===== config.mk =====
export PLATFORM = sky130hd
export DESIGN_NAME = mem_arbiter_flat
export DESIGN_NICKNAME = d
export VERILOG_FILES = /design/src/rtl/mem_arbiter_if.sv /design/src/rtl/mem_arbiter.sv /design/src/flat_wrapper.sv
export SDC_FILE = /design/constraint.sdc
export NUM_CORES = 1
export LEC_CHECK = 0
export ABC_CLOCK_PERIOD_IN_PS = 3260
export CORE_MARGIN = 2
export CORE_UTILIZATION = 46
export DETAILED_ROUTE_END_ITERATION = 6
export GPL_TIMING_DRIVEN = 0
export PLACE_DENSITY = 0.87
export SLEW_MARGIN = 10
export SYNTH_ARGS = -nofsm -noshare
export SYNTH_HDL_FRONTEND = slang
export SYNTH_SLANG_ARGS = --single-unit
export TNS_END_PERCENT = 10

===== constraint.sdc =====
create_clock -name clk -period 3.26 [get_ports clk]
set_input_delay 0.978 -clock clk [delete_from_list [all_inputs] [get_ports clk]]
set_output_delay 0.978 -clock clk [all_outputs]
set_load 0.1 [all_outputs]

===== src/rtl/mem_arbiter_if.sv =====
// Request/response and memory-side bundle for mem_arbiter.
// The slave modport is the arbiter's view; master is the side driving requests and memory.
interface mem_arbiter_if;
  localparam int unsigned DW = 32;

  logic          if_req;
  logic [DW-1:0] if_addr;
  logic [DW-1:0] if_rdata;
  logic          if_ack;

  logic          d_req;
  logic          d_we;
  logic [DW-1:0] d_addr;
  logic [DW-1:0] d_wdata;
  logic [DW-1:0] d_rdata;
  logic          d_ack;

  logic          mem_ce;
  logic          mem_we;
  logic [DW-1:0] mem_addr;
  logic [DW-1:0] mem_wdata;
  logic [DW-1:0] mem_rdata;
  logic          mem_rdy;

  logic          err;
  logic          stall_o;

  modport slave (
    input  if_req, if_addr, d_req, d_we, d_addr, d_wdata, mem_rdata, mem_rdy,
    output if_rdata, if_ack, d_rdata, d_ack, mem_ce, mem_we, mem_addr, mem_wdata,
           err, stall_o
  );

  modport master (
    output if_req, if_addr, d_req, d_we, d_addr, d_wdata, mem_rdata, mem_rdy,
    input  if_rdata, if_ack, d_rdata, d_ack, mem_ce, mem_we, mem_addr, mem_wdata,
           err, stall_o
  );
endinterface


===== src/rtl/mem_arbiter.sv =====
// Arbitrates instruction-fetch and data requests onto one single-port memory,
// with bounded data bursts ahead of a waiting fetch and an access timeout.
module mem_arbiter #(
  parameter int unsigned MAX_DATA_RUN = 4,
  parameter int unsigned TIMEOUT      = 255
) (
  input logic          clk,
  input logic          rst,
  mem_arbiter_if.slave bus
);
  localparam int unsigned DW    = 32;
  localparam int unsigned RUN_W = (MAX_DATA_RUN > 0) ? $clog2(MAX_DATA_RUN + 1) : 1;
  localparam int unsigned TMO_W = 8;
  localparam logic [RUN_W-1:0] RUN_MAX  = RUN_W'(MAX_DATA_RUN);
  localparam logic [TMO_W-1:0] TMO_LAST = TMO_W'(TIMEOUT - 1);

  typedef enum logic [1:0] {IDLE, ACCESS, DONE} state_e;
  typedef enum logic {GNT_I, GNT_D} gnt_e;

  state_e            state_q, state_d;
  gnt_e              gnt_q, gnt_d;
  logic [RUN_W-1:0]  run_q, run_d;
  logic [TMO_W-1:0]  tmo_q, tmo_d;
  logic [DW-1:0]     if_rdata_q, if_rdata_d;
  logic [DW-1:0]     d_rdata_q, d_rdata_d;
  logic              if_ack_q, if_ack_d;
  logic              d_ack_q, d_ack_d;
  logic              err_q, err_d;
  logic              mem_ce_q, mem_ce_d;
  logic              mem_we_q, mem_we_d;
  logic [DW-1:0]     mem_addr_q, mem_addr_d;
  logic [DW-1:0]     mem_wdata_q, mem_wdata_d;
  logic              gnt_data_c;

  // Data wins unless it has already used its full run while a fetch waits.
  assign gnt_data_c = bus.d_req && !((run_q == RUN_MAX) && bus.if_req);

  always_comb begin
    state_d     = state_q;
    gnt_d       = gnt_q;
    run_d       = run_q;
    tmo_d       = tmo_q;
    if_rdata_d  = if_rdata_q;
    d_rdata_d   = d_rdata_q;
    if_ack_d    = 1'b0;
    d_ack_d     = 1'b0;
    err_d       = 1'b0;
    mem_ce_d    = mem_ce_q;
    mem_we_d    = mem_we_q;
    mem_addr_d  = mem_addr_q;
    mem_wdata_d = mem_wdata_q;

    case (state_q)
      IDLE: begin
        if (bus.if_req || bus.d_req) begin
          state_d  = ACCESS;
          tmo_d    = '0;
          mem_ce_d = 1'b1;
          if (gnt_data_c) begin
            gnt_d       = GNT_D;
            mem_we_d    = bus.d_we;
            mem_addr_d  = bus.d_addr;
            mem_wdata_d = bus.d_wdata;
            if (!bus.if_req)
              run_d = '0;
            else if (run_q != RUN_MAX)
              run_d = run_q + RUN_W'(1);
          end else begin
            gnt_d       = GNT_I;
            mem_we_d    = 1'b0;
            mem_addr_d  = bus.if_addr;
            mem_wdata_d = '0;
            run_d       = '0;
          end
        end
      end

      ACCESS: begin
        if (bus.mem_rdy || (tmo_q == TMO_LAST)) begin
          state_d     = DONE;
          err_d       = !bus.mem_rdy;
          mem_ce_d    = 1'b0;
          mem_we_d    = 1'b0;
          mem_addr_d  = '0;
          mem_wdata_d = '0;
          // An aborted read returns zero; stores never touch d_rdata.
          if (gnt_q == GNT_I) begin
            if_ack_d   = 1'b1;
            if_rdata_d = bus.mem_rdy ? bus.mem_rdata : '0;
          end else begin
            d_ack_d = 1'b1;
            if (!mem_we_q)
              d_rdata_d = bus.mem_rdy ? bus.mem_rdata : '0;
          end
        end else begin
          tmo_d = tmo_q + TMO_W'(1);
        end
      end

      DONE: begin
        state_d = IDLE;
      end

      default: begin
        state_d = IDLE;
      end
    endcase
  end

  always_ff @(posedge clk) begin
    if (!rst) begin
      state_q     <= IDLE;
      gnt_q       <= GNT_I;
      run_q       <= '0;
      tmo_q       <= '0;
      if_rdata_q  <= '0;
      d_rdata_q   <= '0;
      if_ack_q    <= 1'b0;
      d_ack_q     <= 1'b0;
      err_q       <= 1'b0;
      mem_ce_q    <= 1'b0;
      mem_we_q    <= 1'b0;
      mem_addr_q  <= '0;
      mem_wdata_q <= '0;
    end else begin
      state_q     <= state_d;
      gnt_q       <= gnt_d;
      run_q       <= run_d;
      tmo_q       <= tmo_d;
      if_rdata_q  <= if_rdata_d;
      d_rdata_q   <= d_rdata_d;
      if_ack_q    <= if_ack_d;
      d_ack_q     <= d_ack_d;
      err_q       <= err_d;
      mem_ce_q    <= mem_ce_d;
      mem_we_q    <= mem_we_d;
      mem_addr_q  <= mem_addr_d;
      mem_wdata_q <= mem_wdata_d;
    end
  end

  assign bus.if_rdata  = if_rdata_q;
  assign bus.if_ack    = if_ack_q;
  assign bus.d_rdata   = d_rdata_q;
  assign bus.d_ack     = d_ack_q;
  assign bus.err       = err_q;
  assign bus.mem_ce    = mem_ce_q;
  assign bus.mem_we    = mem_we_q;
  assign bus.mem_addr  = mem_addr_q;
  assign bus.mem_wdata = mem_wdata_q;
  assign bus.stall_o   = (bus.if_req & ~if_ack_q) | (bus.d_req & ~d_ack_q);

endmodule


===== src/flat_wrapper.sv =====
// flat-port wrapper written by rule: the top's interface ports become plain ports
module mem_arbiter_flat 
#(
  parameter int unsigned MAX_DATA_RUN = 4,
  parameter int unsigned TIMEOUT      = 255
)
  (clk, rst, bus_if_req, bus_if_addr, bus_d_req, bus_d_we, bus_d_addr, bus_d_wdata, bus_mem_rdata, bus_mem_rdy, bus_if_rdata, bus_if_ack, bus_d_rdata, bus_d_ack, bus_mem_ce, bus_mem_we, bus_mem_addr, bus_mem_wdata, bus_err, bus_stall_o);
  mem_arbiter_if bus_i ();
  input logic clk;
  input logic rst;
  input wire logic [$bits(bus_i.if_req)-1:0] bus_if_req;
  input wire logic [$bits(bus_i.if_addr)-1:0] bus_if_addr;
  input wire logic [$bits(bus_i.d_req)-1:0] bus_d_req;
  input wire logic [$bits(bus_i.d_we)-1:0] bus_d_we;
  input wire logic [$bits(bus_i.d_addr)-1:0] bus_d_addr;
  input wire logic [$bits(bus_i.d_wdata)-1:0] bus_d_wdata;
  input wire logic [$bits(bus_i.mem_rdata)-1:0] bus_mem_rdata;
  input wire logic [$bits(bus_i.mem_rdy)-1:0] bus_mem_rdy;
  output wire logic [$bits(bus_i.if_rdata)-1:0] bus_if_rdata;
  output wire logic [$bits(bus_i.if_ack)-1:0] bus_if_ack;
  output wire logic [$bits(bus_i.d_rdata)-1:0] bus_d_rdata;
  output wire logic [$bits(bus_i.d_ack)-1:0] bus_d_ack;
  output wire logic [$bits(bus_i.mem_ce)-1:0] bus_mem_ce;
  output wire logic [$bits(bus_i.mem_we)-1:0] bus_mem_we;
  output wire logic [$bits(bus_i.mem_addr)-1:0] bus_mem_addr;
  output wire logic [$bits(bus_i.mem_wdata)-1:0] bus_mem_wdata;
  output wire logic [$bits(bus_i.err)-1:0] bus_err;
  output wire logic [$bits(bus_i.stall_o)-1:0] bus_stall_o;
  assign bus_i.if_req = bus_if_req;
  assign bus_i.if_addr = bus_if_addr;
  assign bus_i.d_req = bus_d_req;
  assign bus_i.d_we = bus_d_we;
  assign bus_i.d_addr = bus_d_addr;
  assign bus_i.d_wdata = bus_d_wdata;
  assign bus_i.mem_rdata = bus_mem_rdata;
  assign bus_i.mem_rdy = bus_mem_rdy;
  assign bus_if_rdata = bus_i.if_rdata;
  assign bus_if_ack = bus_i.if_ack;
  assign bus_d_rdata = bus_i.d_rdata;
  assign bus_d_ack = bus_i.d_ack;
  assign bus_mem_ce = bus_i.mem_ce;
  assign bus_mem_we = bus_i.mem_we;
  assign bus_mem_addr = bus_i.mem_addr;
  assign bus_mem_wdata = bus_i.mem_wdata;
  assign bus_err = bus_i.err;
  assign bus_stall_o = bus_i.stall_o;
  mem_arbiter #(.MAX_DATA_RUN(MAX_DATA_RUN), .TIMEOUT(TIMEOUT)) u_core (.clk(clk), .rst(rst), .bus(bus_i));
endmodule

* After elaboration in Yosys (flattened, before gate mapping)
Index checks and enable logic that the tools add are counted.
Storage, ports and cells: bits in registers 147
Operators by class: reductions and logical operators 16, equal/unequal tests 8, multiplexer cells 26, add/subtract/negate cells 2, bitwise logic cells 7
Operator list (count):
- $mux 32 | 6
- $pmux 32 s2 | 2
- $mux 8 | 2
- $pmux 8 s2 | 1
- $reduce_and 3->1 | 5
- $mux 3 | 3
- $add 8x1->8 const B | 1
- $eq 8x8->1 const B | 1
- $mux 1 | 7
- $ne 3x3->1 const B | 2
- $mux 2 | 2
- $ne 2x1->1 const B | 2
- $not 1->1 | 4
- $pmux 1 s2 | 2
- $pmux 2 s2 | 1
- $reduce_and 2->1 | 2
- $reduce_and 4->1 | 1
- $add 3x1->3 const B | 1
- $eq 3x3->1 const B | 1
- $and 1x1->1 | 2
- $eq 2x1->1 const B | 1
- $logic_and 1x1->1 | 2
- $logic_not 1->1 | 2
- $logic_not 2->1 | 1
- 4 further kinds | 5

* Depth between registers and ports, before layout
Gate-level depths: netlist of the first run.
word-level depth 7, gate-level depth with buffers 8

* Worst setup path before layout of the first run
Ideal clock, no wire load.
path kind input port to output port, start in bus_d_req, end out bus_stall_o, slack -516 ps, stages on the path 4, data arrival time 2798 ps, path through buf_6 > clkbuf_1 > inv_1 > o22ai_1
On the way: word-level cells in the longest chain between the ends 2
Ends and longest elaborated chain:
- from (decl) | RTL line flat_wrapper.sv:13 | input wire logic [$bits(bus_i.d_req)-1:0] bus_d_req;
- $and 1x1->1 | RTL line mem_arbiter.sv:151 | assign bus.stall_o = (bus.if_req & ~if_ack_q) | (bus.d_req & ~d_ack_q);
- $or 1x1->1 | RTL line mem_arbiter.sv:151
- to (decl) | RTL line flat_wrapper.sv:28 | output wire logic [$bits(bus_i.stall_o)-1:0] bus_stall_o;
Every way passes these cells.

* Final worst setup path of the first run
start in bus_if_req, end out bus_stall_o
On the way: word-level cells in the longest chain between the ends 2
Ends and longest elaborated chain:
- from (decl) | RTL line flat_wrapper.sv:11 | input wire logic [$bits(bus_i.if_req)-1:0] bus_if_req;
- $and 1x1->1 | RTL line mem_arbiter.sv:151
- $or 1x1->1 | RTL line mem_arbiter.sv:151
Every way passes these cells.

==> results.toml, run 1 <==
[route]
drt_iter0_markers = 463
firstDrtPassIters = 6
drcViolationCount = 0
ant_nets = 0
vias_per_cell = 5.63
wl_mm = 21.0
drt-wirelength-per-cell_um = 18.6
via_count = 6334

[floorplanning]
die_area_um2 = 14200
fp-row-count = 42
chipHeight_um = 119
die_w_um = 119
start_util_pct = 46.7
io_pins = 268
coreArea_um2 = 13100

[global_route]
grt_use_total_pct = 29.3
first_global_vias = 6315
antenna_found_initial = 0
grt_max_degree = 17
grt_pass1_wl_mm = 32.8
grt-ovfl-total = 0

[logic_synthesis]
syn-cell-area_um2 = 6110
synth_cells = 652
yosys_warnings = 0
synth_top_area_cell = "dfxtp_1"
synth_commonest_cells = "dfxtp_1 (147), a21oi_1 (83), nand2_1 (40), and2_1 (36), nor2_1 (36)"
synth_area_leaders = "dfxtp_1 (48%), a21oi_1 (6.8%), a22o_1 (4.7%)"
ys.flop_type = "dfxtp_1"
synth_edf_count = 0
ys_ff_latch = 147
netlist.area_leader.share_pct = 48.1
synth_cell_types = 45
ys_async_sr_fraction_pct = 0
seq_area_frac_synth_pct = 48.1
syn-num-nets = 790
avgSynthCellArea_um2 = 9.38
yosysMostFrequentCell = "dfxtp_1"

[sta]
rsz0062_at_grt = "no"
period_needed_ps = 3150
hold_violations = 0
setup_viol = 0
post-route-period-util_pct = 96.5
clock_skew_ps = 8.94
final-max-slew-violation-count = 0
max_freq_mhz = 318
max-slew-margin-rel_pct = 29.8
holdWs_ps = 461
worst_pin_slew_ps = 1050

[clock_network]
ctsHtreeMaxLevel = 4
clock_latency_ps = 430
cts_buffers = 17
cts_tree = "done"
cts_setup_buffers = 0
numClockSinks = 147
root_buffer = "clkbuf_16"
clk_pin_slew_ps = 60
max-clock-path-buffers = 2

[placement]
dp_cells = 1094
numPortBuffers = 266
hpwl_mm = 15.0
dpl_cell_area_um2 = 9000
place.gp.congestion = 0.871

[layout]
nets = 1075
diodes = 0
areaGrowthSynthToFinish_pct = 57.1
stdcell_count = 1126
nFillCells = 934
drive_above_1_share_pct = 7.37
final_area_um2 = 9610

[setup_path]
slowest_stage = "clkdlybuf4s50_1"
worstSetupStartpointType = "input port"
cp.required_ps = 2280
worst-path-buf-inv = 3
path_class = "in -> out"
crit_path_end_kind = "output port"
cp_slowest_stage_delay_ps = 560
worstPathMaxFanout = 6
crit_family = "buffers and inverters"
crit_path_cell_trace = "clkdlybuf4s50_1 -> inv_1 -> o22ai_2 -> clkbuf_4"
worst_ep_arrival_time_ps = 2170

[pwr]
comb_power_share_pct = 25.5
irDropWorstVdd_uv = 399
switchingPower_mw = 1.74
p_seq_share_pct = 36.5
swShare_pct = 32.8
pwr-share-clk_pct = 38.0
power_density_nw_per_um2 = 552
p_leak_nw = 3.47
internal_power_mw = 3.56

[outcome]
status = "completed"

[min_path]
min_path_type = "reg -> reg"

[flow_run]
maxCapViolCount = 0
[worst reg2reg max path: stages, from the launching register on]
cell and delay (ps):
dfxtp_1 360, inv_1 50, ha_1 170, nand3_1 190
nand2_2 170, nor2_1 410, clkbuf_1 420, a22o_1 230
[power groups by stage]
stage | registers, mW | logic, mW | clock network, mW
4_1_cts | 1.93 | 1.35 | 2.02
3_3_place_gp | 1.97 | 1.33 | 0
5_1_grt | 1.94 | 1.41 | 2.10
6_report | 1.94 | 1.35 | 2.01
2_1_floorplan | 2.56 | 0.308 | 0
3_5_place_dp | 1.97 | 1.34 | 0
[layer usage]
metal	up-vias	routed length [um]	global-route usage [%]
li1	2978	-	-
met2	279	10600	50.1
met1	3024	8270	34.4
met5	-	0	0
met3	53	1400	7.76
met4	0	734	13.1
[per-stage QoR]
stage / worst slack (ps) / setup TNS, ps / power [mW] / util (%)
floorplan: 147 / 0 / 2.87 / -
global placement: -654 / -654 / 3.30 / 68.8
detailed placement: -666 / -666 / 3.31 / 68.8
CTS: 21.5 / 0 / 5.30 / 73.4
global route: 30.8 / 0 / 5.45 / 73.4
finish: 114 / 0 / 5.30 / 73.4
[sequential cells by signal (all words and copies together), names as in the netlist, 2 cells and up]
signal,flops
u_core.tmo_q,8
u_core.bus.d_rdata,32
u_core.state_q,2
u_core.bus.mem_wdata,32
u_core.bus.if_rdata,32
u_core.run_q,3
u_core.bus.mem_addr,32
[final timing paths]
check	to	slack [ps]	cells after the start	startpoint
max	bus_stall_o	110	4	bus_if_req
min	u_core.bus.mem_addr[31]	460	1	u_core.bus.mem_addr[31]
max reg2reg	u_core.bus.mem_wdata[18]	1210	7	u_core.run_q[1]
min reg2reg	u_core.bus.mem_addr[31]	460	1	u_core.bus.mem_addr[31]
[repair_timing]
action	4_1_cts	5_1_grt
resized for setup	5	1
hold buffers	0	0
hold endpoints to repair	0	0
endpoints found under the setup margin	1	1
[placed cells by master (no fill, tap or decap), types with 8 or more instances in the layout]
cell type,synthesis,layout
clkdlybuf4s50_1,0,265
dfxtp_1,147,147
a21oi_1,83,83
nand2_1,40,40
and2_1,36,36
nor2_1,36,36
o21ai_0,34,34
clkbuf_1,30,33
a22o_1,33,33
a311oi_1,32,32
inv_1,20,20
mux2i_1,19,19
o2bb2ai_1,19,19
clkbuf_16,0,17
a31oi_1,16,16
buf_6,13,13
and4_1,13,13
a211o_1,13,13
nand3_1,11,11
buf_2,8,8
buf_4,8,8
[final cells by class]
cell class / count / area, um^2 / share of cell area [%]
well taps: 176 / 220 / 2.29
flip-flops and latches: 147 / 2940 / 30.6
repair buffers: 266 / 2660 / 27.7
multi-input cells: 425 / 2740 / 28.5
inverters: 20 / 75.1 / 0.781
clock inverters: 9 / 128 / 1.33
clock buffers: 23 / 478 / 4.98
plain buffers: 60 / 364 / 3.79
[logic make-up (layout without fill, tap and decap cells)]
kind of cell	Yosys count	after routing	share of synthesized area [%]
AND/OR/NAND/NOR	159	159	13.7
AO/OA/AOI/OAI	242	242	26.9
buffers and inverters	80	378	7.18
adder cells (fa/ha/maj)	4	4	0.819
multiplexers	20	20	3.29
flip-flops	147	147	48.1
Note: power is estimated with default switching activity, not from simulation.
==> run 2: changes to the inputs <==
Settings changed: TNS_END_PERCENT 10 to default.
==> results of run 2 <==
No change in the layout: final DEF, timing and power equal those of run 1.
==> run 3: changes to the inputs <==
Settings changed: ABC_CLOCK_PERIOD_IN_PS 3260 to 3000, CORE_UTILIZATION 46 to 42, PLACE_DENSITY 0.87 to 0.8.
Clock period 3.26 ns to 3 ns, I/O delays scaled along.
==> run 3 against run 2 <==
  * Final cell count up 0.71%
  * Die area up 9.2%
  * Combinational power up 8%
  * Routed wire length down 2.6%
  * Setup slack better by 6.7 ps
  * Final area up 0.86%
  * Worst hold slack better by 2.4 ps
  * Core utilization down 6.0 points
  * Global-route usage down 3.2 points
  * Flip-flop and latch count unchanged
  * Critical path depth down 3
  * Count of clock-buffer cells in the layout down 4
  * Critical endpoint is now bus_mem_we
  * Highest routed layer unchanged
==> results.toml, run 3 (synthesized netlist as in run 1, its figures left out) <==
[sta]
fin_setup_tns_ps = 0
setup_viol = 0
hold_violations = 0
max_freq_mhz = 347
max-slew-margin-rel_pct = 30.3
fin_ws_ps = 121
rsz0062_at_grt = "no"
final-max-slew-violation-count = 0
holdWs_ps = 463
clock_skew_ps = 8.17
period_needed_ps = 2880
post-route-period-util_pct = 96.0
worst_pin_slew_ps = 1040

[placement]
dpl_cell_area_um2 = 9010
pre_cts_ws_ps = -850
numPortBuffers = 266
place.gp.congestion = 0.830
hpwl_mm = 15.2

[layout]
mostFrequentLayoutCell = "clkdlybuf4s50_1"
diodes = 0
nets = 1075
final_cell_mix = "clkdlybuf4s50_1 (264), dfxtp_1 (147), a21oi_1 (83)"
final_area_um2 = 9690
nFillCells = 1142
drive_above_1_share_pct = 7.58
areaGrowthSynthToFinish_pct = 58.5

[setup_path]
path_class = "reg -> out"
worstPathMaxFanout = 3
crit_family = "buffers and inverters"
timing.rr.start = "u_core.run_q[0]"
worstSetupStartpointType = "register"
crit_path_end_kind = "output port"
worst_ep_arrival_time_ps = 1980
cp.required_ps = 2100
slowest_stage = "clkdlybuf4s50_1"
cp_slowest_stage_delay_ps = 1180
worst-path-buf-inv = 1
worstSetupStartpoint = "u_core.bus.mem_we"
crit_path_cell_trace = "clkdlybuf4s50_1"

[floorplanning]
die_area_um2 = 15500
io_pins = 268
start_util_pct = 42.6
fp-row-count = 44
coreArea_um2 = 14400
chipHeight_um = 125
die_w_um = 125

[pwr]
irDropWorstVdd_uv = 434
p_seq_share_pct = 35.1
switchingPower_mw = 1.91
total_power_mw = 5.99
power_density_nw_per_um2 = 618
internal_power_mw = 4.08
swShare_pct = 31.8
p_leak_nw = 3.52
comb_power_share_pct = 24.4
pwr-share-clk_pct = 40.5

[global_route]
grt-ovfl-total = 0
grt_use_total_pct = 26.0
grt_pass1_wl_mm = 32.3
grt_max_degree = 17
first_global_vias = 6114
antenna_found_initial = 0

[clock_network]
cts_tree = "done"
numClockSinks = 147
root_buffer = "clkbuf_16"
cts_buffers = 17
clock_latency_ps = 420
max-clock-path-buffers = 2
cts_setup_buffers = 0
ctsHtreeMaxLevel = 4
clk_pin_slew_ps = 60

[route]
firstDrtPassIters = 5
wl_mm = 20.4
drt-wirelength-per-cell_um = 18.0
vias_per_cell = 5.35
ant_nets = 0
drt_iter0_markers = 458
via_count = 6067
drcViolationCount = 0

[flow_run]
maxCapViolCount = 0

[outcome]
status = "completed"

[min_path]
min_from = "u_core.bus.mem_addr[9]"
min_path_type = "reg -> reg"
run 3: cell count changes in the layout (fill, tap and decap cells not counted), sizes merged:
cell,before,now
clkbuf,55,50
clkdlybuf4s50,265,264
clkinv,3,5
buf,29,30
inv,20,21
bufinv,3,6
clkinvlp,3,1
dlymetal6s2s,0,1
run 3: stage by stage:
step,util [%],cells
floorplan,-,652
global placement,62.7,1102
detailed placement,62.7,1102
CTS,67.4,1134
global route,67.4,1134
finish,67.4,1134
run 3: cell type report:
| type | count | area [um^2] | area share, % |
|---|---|---|---|
| sequential | 147 | 2940 | 30.4 |
| multi-input combinational | 425 | 2740 | 28.3 |
| timing repair buffer | 266 | 2670 | 27.5 |
| clock buffer | 19 | 443 | 4.57 |
| buffer | 60 | 364 | 3.76 |
| tap | 184 | 230 | 2.38 |
| clock inverter | 13 | 229 | 2.36 |
| inverter | 20 | 75.1 | 0.775 |
run 3: final timing paths:
check / slack [ps] / end / depth (start not counted)
worst max register to register: 900 / u_core.bus.mem_wdata[22] / 7
worst max-delay path: 120 / bus_mem_we / 1
worst min-delay path: 460 / u_core.bus.mem_addr[9] / 1
worst min register to register: 460 / u_core.bus.mem_addr[9] / 1
run 3: metal layers:
metal	global-route usage, %	part of all wire [%]	up-vias
li1	-	-	2963
met1	31.0	41	2859
met2	44.5	50	207
met3	7.56	6.7	38
met4	9.45	2.7	0
met5	0	0	-
run 3: power groups by stage:
stage	Combinational [mW]	Sequential, mW	Clock, mW
finish	1.46	2.10	2.43
global route	1.53	2.11	2.54
CTS	1.46	2.10	2.44
detailed placement	1.46	2.14	0
global placement	1.45	2.14	0
floorplan	0.335	2.78	0
run 3: timing repair:
action | in CTS | in global routing
hold buffers | 0 | 0
setup endpoints to repair | 1 | 1
resized for setup | 7 | 1
pin swaps | 0 | 0
